### src/rtl/prio_pkg.sv
// Shared definitions for the request capture / priority encode path.
package prio_pkg;

  localparam int N_REQ_DEF       = 8;
  localparam int SYNC_STAGES_DEF = 2;

  typedef enum logic {
    IDLE    = 1'b0,
    PRESENT = 1'b1
  } disp_state_t;

endpackage

### src/rtl/prio_pick.sv
// Combinational highest-set-index finder; any_o flags a non-zero input.
module prio_pick #(
  parameter int N = 8,
  parameter int W = $clog2(N)
) (
  input  logic [N-1:0] vec,
  output logic [W-1:0] idx,
  output logic         any_o
);

  // Ascending scan so the last (highest) set bit is the one that sticks.
  always_comb begin
    idx   = '0;
    any_o = |vec;
    for (int i = 0; i < N; i++) begin
      if (vec[i]) idx = W'(i);
    end
  end

endmodule

### src/rtl/req_capture_dispatch.sv
// Synchronises raw requests, holds them as sticky pending bits and dispatches the highest unmasked one.
// Build option: define REQ_EDGE_EN for rising-edge events (and lost reporting) instead of level events.
module req_capture_dispatch
  import prio_pkg::*;
#(
  parameter  int N_REQ       = N_REQ_DEF,
  parameter  int SYNC_STAGES = SYNC_STAGES_DEF,
  localparam int IDX_W       = $clog2(N_REQ)
) (
  input  logic              clk,
  input  logic              rst_n,
  input  logic [N_REQ-1:0]  req,
  input  logic [N_REQ-1:0]  mask,
  output logic              out_valid,
  input  logic              out_ready,
  output logic [IDX_W-1:0]  out_idx,
  output logic [N_REQ-1:0]  pending,
  output logic              lost,
  output disp_state_t       state
);

  // Handshake: out_idx is transferred on a rising edge where out_valid && out_ready;
  // while out_valid is high, out_idx and out_valid stay stable until that edge.

  logic [N_REQ-1:0] sync_q [SYNC_STAGES];
  logic [N_REQ-1:0] req_s;
  logic [N_REQ-1:0] evt;
  logic [N_REQ-1:0] clr;
  logic [N_REQ-1:0] cand;
  logic [IDX_W-1:0] pick;
  logic             pick_any;
  logic             lost_next;
  disp_state_t      state_next;
  logic             valid_next;
  logic [IDX_W-1:0] idx_next;

  always_ff @(posedge clk or negedge rst_n) begin
    if (!rst_n) begin
      for (int s = 0; s < SYNC_STAGES; s++) sync_q[s] <= '0;
    end else begin
      sync_q[0] <= req;
      for (int s = 1; s < SYNC_STAGES; s++) sync_q[s] <= sync_q[s-1];
    end
  end

  assign req_s = sync_q[SYNC_STAGES-1];

`ifdef REQ_EDGE_EN
  logic [N_REQ-1:0] req_s_d;

  always_ff @(posedge clk or negedge rst_n) begin
    if (!rst_n) req_s_d <= '0;
    else        req_s_d <= req_s;
  end

  assign evt       = req_s & ~req_s_d;
  assign lost_next = |(evt & pending & ~clr);
`else
  assign evt       = req_s;
  assign lost_next = 1'b0;
`endif

  // Only the presented line is cleared, and only on the accepting edge.
  always_comb begin
    clr = '0;
    if (state == PRESENT && out_ready) clr[out_idx] = 1'b1;
  end

  // Set wins over clear so an event landing on the accept edge is not dropped.
  always_ff @(posedge clk or negedge rst_n) begin
    if (!rst_n) begin
      pending <= '0;
      lost    <= 1'b0;
    end else begin
      pending <= (pending & ~clr) | evt;
      lost    <= lost_next;
    end
  end

  assign cand = pending & ~mask;

  prio_pick #(
    .N (N_REQ),
    .W (IDX_W)
  ) u_pick (
    .vec   (cand),
    .idx   (pick),
    .any_o (pick_any)
  );

  always_ff @(posedge clk or negedge rst_n) begin
    if (!rst_n) begin
      state     <= IDLE;
      out_valid <= 1'b0;
      out_idx   <= '0;
    end else begin
      state     <= state_next;
      out_valid <= valid_next;
      out_idx   <= idx_next;
    end
  end

  // out_idx keeps the last grant after accept; it only moves when a new grant is made.
  always_comb begin
    state_next = state;
    valid_next = out_valid;
    idx_next   = out_idx;
    case (state)
      IDLE: begin
        if (pick_any) begin
          idx_next   = pick;
          valid_next = 1'b1;
          state_next = PRESENT;
        end
      end
      PRESENT: begin
        if (out_ready) begin
          valid_next = 1'b0;
          state_next = IDLE;
        end
      end
      default: begin
        valid_next = 1'b0;
        state_next = IDLE;
      end
    endcase
  end

endmodule
### config.mk
export PLATFORM = sky130hd
export DESIGN_NAME = req_capture_dispatch
export DESIGN_NICKNAME = d
export VERILOG_FILES = /design/src/rtl/prio_pkg.sv /design/src/rtl/prio_pick.sv /design/src/rtl/req_capture_dispatch.sv
export SDC_FILE = /design/constraint.sdc
export NUM_CORES = 1
export LEC_CHECK = 0
export ABC_AREA = 1
export BUFFER_PORTS_ARGS = -buffer_cell sky130_fd_sc_hd__buf_2
export CORE_MARGIN = 2
export CORE_UTILIZATION = 24
export CTS_CLUSTER_SIZE = 10
export DETAILED_ROUTE_END_ITERATION = 8
export SLEW_MARGIN = 10
export SYNTH_ARGS = -nofsm -noshare
export SYNTH_HDL_FRONTEND = slang
export SYNTH_SLANG_ARGS = --single-unit
export TNS_END_PERCENT = 5
### constraint.sdc
create_clock -name clk -period 1.3 [get_ports clk]
set_input_delay 0.13 -clock clk [delete_from_list [all_inputs] [get_ports clk]]
set_output_delay 0.13 -clock clk [all_outputs]
set_load 0.02 [all_outputs]
==> flow_metrics.py, run 1 <==
metrics = {
    "global_routing": {
        "grt.overflow.total": 0,
        "grt_use_total_pct": 9.24,
        "grt_max_degree": 30,
        "grt_pass1_wl_um": 3440,
        "grt_antenna_before_repair": 0,
        "grt_pass1_vias": 798,
    },
    "clock_tree": {
        "clock_latency_ns": 0.28,
        "cts_max_level": 2,
        "cts_buffer_depth": 2,
        "cts.sinks": 29,
        "cts_tree": "yes",
        "cts_buffers": 5,
        "clockRootBuffer": "clkbuf_8",
        "path_clk_slew_ns": 0.06,
        "cts_setup_buffers": 0,
    },
    "placement": {
        "placed_cell_area_um2": 1290,
        "dp.cells": 189,
        "place.gp.congestion": 0.765,
        "dp_hpwl_um": 1460,
        "place_ws_ns": 0.178,
        "io_buffers": 31,
    },
    "sta": {
        "finClkSkew_ns": 0.00365,
        "final-setup-viol-count": 0,
        "slew_violations": 0,
        "relSlewSlack_pct": 58.5,
        "holdWs_ns": 0.0374,
        "setup_ws_ns": 0.197,
        "rsz0062_at_grt": "false",
        "tightest_slew_ns": 0.623,
        "fin_crit_sh_pct": 84.9,
        "final.setup.tns_ns": 0,
        "period_needed_ns": 1.10,
        "clock.fmax_ghz": 0.907,
        "hold_viol_final": 0,
    },
    "logic_synthesis": {
        "ys_ff_latch": 29,
        "yosysWarnings": 0,
        "synthDominantCellAreaShare_pct": 67.2,
        "synth.area.top_cells": "dfrtp_1, nand2_1, inv_1",
        "syn_inst": 107,
        "synth_area_leader_cell": "dfrtp_1",
        "syn_area_per_cell_um2": 10.1,
        "syn-num-nets": 126,
        "ys_seq_area_share_pct": 67.2,
        "syn-cell-area_um2": 1080,
        "yosysUniqueCellTypes": 16,
    },
    "finish": {
        "n_antenna_cell": 0,
        "area_growth_pct": 37.4,
        "drive_above_1_share_pct": 31.8,
        "fin_nets": 172,
        "instances_no_fill": 206,
        "utilization_pct": 34.1,
        "final_cell_area_um2": 1480,
        "regArea_um2": 726,
        "layout_common_cells": "buf_2, nand2_1, dfrtp_1",
        "multi_input_area_um2": 272,
        "fill_cells": 428,
        "mostFrequentLayoutCell": "buf_2",
    },
    "power_and_ir_drop": {
        "design_power_total_mw": 2.66,
        "irDropWorstVdd_uv": 744,
        "leakage_nw": 0.766,
        "power_density_nw_per_um2": 1790,
    },
    "route": {
        "viasPerCell": 3.96,
        "via_count": 816,
        "first_pass_iters": 4,
        "drcViolationCount": 0,
        "ant_nets": 0,
        "wire_per_inst_um": 10.0,
        "drtIter0Drc": 17,
        "drt-total-wl_um": 2070,
    },
    "worst_setup_path": {
        "ff2ff_path_depth": 8,
        "cp_max_fo": 6,
        "cp-end-kind": "register",
        "timing_worst_setup_path_type": "reg -> reg",
        "r2r_end": "out_valid",
        "r2r_setup_slack_ns": 0.20,
        "start_kind": "register",
        "cp.arrival_ns": 1.28,
        "required_ns": 1.48,
        "r2r_start": "pending[3]",
    },
    "floorplan": {
        "dieHeight_um": 71.1,
        "fp.coreArea_um2": 4350,
        "rows": 24,
        "die_area_um2": 5050,
        "die_w_um": 71.1,
        "io_pins": 33,
        "start_util_pct": 24.8,
    },
    "min_path": {
        "worstHoldStart": "out_ready",
        "hold_path_end": "state",
        "worstHoldPathType": "in -> reg",
        "holdPathStages": 2,
    },
    "job": {
        "drv_cap": 0,
    },
    "run_status": {
        "outcome": "finished clean",
    },
}
[where the power goes]
part | internal, mW | leakage, nW | switching [mW]
Clock | 0.477 | 0.0542 | 0.326
Sequential | 1.04 | 0.315 | 0.122
Combinational | 0.245 | 0.397 | 0.450
Total | 1.76 | 0.766 | 0.899
[logic make-up after synthesis]
family | count (synthesis) | share of synthesized area, %
simple gates | 43 | 18.2
compound gates | 13 | 6.60
flops | 29 | 67.2
buf+inv | 21 | 7.65
other cells | 1 | 0.347
[synth_stat cells]
library cell and count:
dfrtp_1 29, nand2_1 29, inv_1 19, o21ai_1 7, nand2_2 5, nor2_1 4
o21ai_0 3, nor2_2 2, o21bai_1 2, a31oi_1 1, buf_4 1, conb_1 1
inv_2 1, nand2_4 1, nor2_4 1, or2_1 1
[worst max path at each step]
stage          startpoint   endpoint  slack (ns)  cells past startpoint
3_3_place_gp   pending[3]  out_valid        0.18                      8
3_5_place_dp   pending[3]  out_valid        0.18                      8
4_1_cts        pending[3]  out_valid        0.17                      8
5_1_grt        pending[2]  out_valid        0.07                      8
2_1_floorplan  pending[5]  out_valid        0.17                      8
6_report       pending[3]  out_valid        0.20                      8
[worst max-delay path, stage by stage, from the launching register on]
cell and delay, ns:
dfrtp_1 0.39, nand2_1 0.09, nand2_1 0.10, nor2_2 0.13, nand2_2 0.07, nand2_4 0.08, inv_2 0.04, nor2_2 0.06
nor2_1 0.04
[registers in the layout (all words and copies together), names as in the netlist]
signal,cells
out_valid,1
out_idx,3
sync_q,8
pending,8
evt,8
state,1
[per-layer routing]
layer	routed length, um	GRT usage (%)	vias to the layer above	part of all wire, %
li1	-	-	404	-
met1	818	8.98	377	40
met2	1020	14.6	25	49
met3	138	5.13	10	6.7
met4	92	6.92	0	4.5
met5	0	0	-	0
[repair_timing]
action | CTS | global route
hold buffers | 9 | 0
resized for setup | 0 | 0
hold endpoints to repair | 37 | 0
[layout make-up]
| class | count | area share (%) |
|---|---|---|
| flip-flops and latches | 29 | 48.9 |
| well taps | 52 | 4.38 |
| inverters | 20 | 5.06 |
| clock buffers | 7 | 6.49 |
| clock inverters | 1 | 0.337 |
| multi-input cells | 57 | 18.3 |
| repair buffers | 40 | 16.5 |
No activity file was read; power rests on OpenSTA's default activity.
==> run 2: changes to the inputs <==
==> constraint.sdc (replaced) <==
create_clock -name clk -period 1.1 [get_ports clk]
set_input_delay 0.11 -clock clk [delete_from_list [all_inputs] [get_ports clk]]
set_output_delay 0.11 -clock clk [all_outputs]
set_load 0.02 [all_outputs]
==> run 2 against run 1 <==
Total power increased by 32%. Sequential power grew 18%. Die area is the same. Clock-buffer cell count did not move. Sequential cell count is the same. Sequential share of layout area fell by 5.1 points. Global-route usage rose by 0.14 points. Utilization grew 4.3 points. Register-to-register slack lost 0.18 ns. Combinational power up 48%. Highest routed layer unchanged.
==> flow_metrics.py, run 2 (same netlist as run 1, synthesis figures left out) <==
metrics = {
    "floorplan": {
        "die_area_um2": 5050,
        "die_w_um": 71.1,
        "dieHeight_um": 71.1,
        "io_pins": 33,
        "start_util_pct": 24.8,
        "rows": 24,
        "fp.coreArea_um2": 4350,
    },
    "route": {
        "first_pass_iters": 4,
        "drtIter0Drc": 7,
        "wire_per_inst_um": 9.84,
        "drcViolationCount": 0,
        "viasPerCell": 3.86,
        "ant_nets": 0,
        "via_count": 845,
        "drt-total-wl_um": 2150,
    },
    "worst_setup_path": {
        "ff2ff_path_depth": 8,
        "cp.arrival_ns": 1.26,
        "required_ns": 1.27,
        "cp-end-kind": "register",
        "start_kind": "register",
        "cp_max_fo": 6,
        "timing_worst_setup_path_type": "reg -> reg",
    },
    "power_and_ir_drop": {
        "design_power_total_mw": 3.51,
        "leakage_nw": 0.851,
        "irDropWorstVdd_uv": 991,
        "power_density_nw_per_um2": 2100,
    },
    "finish": {
        "final_cell_area_um2": 1670,
        "area_growth_pct": 54.9,
        "mostFrequentLayoutCell": "buf_2",
        "fin_nets": 185,
        "drive_above_1_share_pct": 44.9,
        "n_antenna_cell": 0,
        "instances_no_fill": 219,
        "layout_common_cells": "buf_2, nand2_1, dfrtp_1",
    },
    "sta": {
        "setup_ws_ns": 0.0134,
        "fin_crit_sh_pct": 98.8,
        "hold_viol_final": 0,
        "finClkSkew_ns": 0.0111,
        "slew_violations": 0,
        "final-setup-viol-count": 0,
        "clock.fmax_ghz": 0.920,
        "period_needed_ns": 1.09,
        "rsz0062_at_grt": "true",
    },
    "clock_tree": {
        "path_clk_slew_ns": 0.06,
        "cts_buffers": 5,
        "cts.sinks": 29,
        "cts_buffer_depth": 2,
        "clockRootBuffer": "clkbuf_8",
        "cts_max_level": 2,
        "cts_tree": "yes",
        "clock_latency_ns": 0.28,
    },
    "placement": {
        "place_ws_ns": -0.00454,
        "placed_cell_area_um2": 1370,
        "dp.cells": 196,
        "dp_hpwl_um": 1480,
        "place.gp.congestion": 0.787,
        "io_buffers": 31,
    },
    "min_path": {
        "holdPathStages": 2,
        "worstHoldPathType": "in -> reg",
    },
    "global_routing": {
        "grt_pass1_wl_um": 3550,
        "grt_antenna_before_repair": 0,
        "grt_max_degree": 30,
        "grt_use_total_pct": 9.38,
        "grt.overflow.total": 0,
        "grt_pass1_vias": 844,
    },
    "job": {
        "drv_cap": 0,
    },
    "run_status": {
        "outcome": "finished clean",
    },
}
run 2: cell count changes in the layout (fill, tap and decap cells not counted), sizes merged:
cell	change
clkinv	-1
bufinv	+1
buf	+13
run 2: critical path: stages (launching register included):
cell and delay, ns:
dfrtp_2 0.40, nand2_2 0.10, nand2_4 0.06, nor2_4 0.11, nand2_2 0.07, nand2_4 0.09
inv_2 0.04, nor2_2 0.06, nor2_1 0.04
run 2: what timing repair did:
action | 4_1_cts | 5_1_grt
pin swaps | 2 | 9
hold buffers | 9 | 0
buffers inserted | 3 | 3
hold endpoints to repair | 37 | 0
setup endpoints to repair | 2 | 8
resized for setup | 1 | 17
run 2: area by class of cell:
type / instances / area (um^2)
clock buffers: 7 / 86.3
clock inverters: 1 / 30.0
fillers: 413 / 2680
inverters: 20 / 75.1
multi-input cells: 57 / 299
flip-flops and latches: 29 / 733
well taps: 52 / 65.1
repair buffers: 53 / 384
run 2: metal layers:
layer,GRT usage (%),up-vias,share of wire [%]
met5,0,-,0
met3,2.85,7,5.2
met1,9.86,380,42
met2,16.4,23,51
met4,5.66,0,2.6
li1,-,435,-
run 2: path summary, 6_finish.rpt:
path                       slack (ns)       start         end
min                              0.02   out_ready       state
min in group asynchronous        0.31       rst_n   sync_q[8]
max in group asynchronous        0.61       rst_n  pending[6]
min reg2reg                      0.33   sync_q[9]      evt[1]
max reg2reg                      0.01  pending[7]   out_valid
max                              0.01  pending[7]   out_valid
run 2: through the flow:
stage	hold WS (ns)	setup TNS [ns]	util (%)
final	0.0233	0	38.4
after global routing	0.0466	-0.131	38.4
after CTS	0.0239	0	36.7
after detailed placement	0.0690	-0.00758	31.4
after global placement	0.0671	0	31.4
after floorplan	-0.186	0	-
run 2: where the power goes:
| group | total, mW | leakage, nW | internal (mW) | switching, mW |
|---|---|---|---|---|
| clock | 1.11 | 0.0585 | 0.737 | 0.376 |
| combinational | 1.03 | 0.479 | 0.425 | 0.610 |
| sequential | 1.37 | 0.313 | 1.24 | 0.128 |
| total | 3.51 | 0.851 | 2.40 | 1.11 |
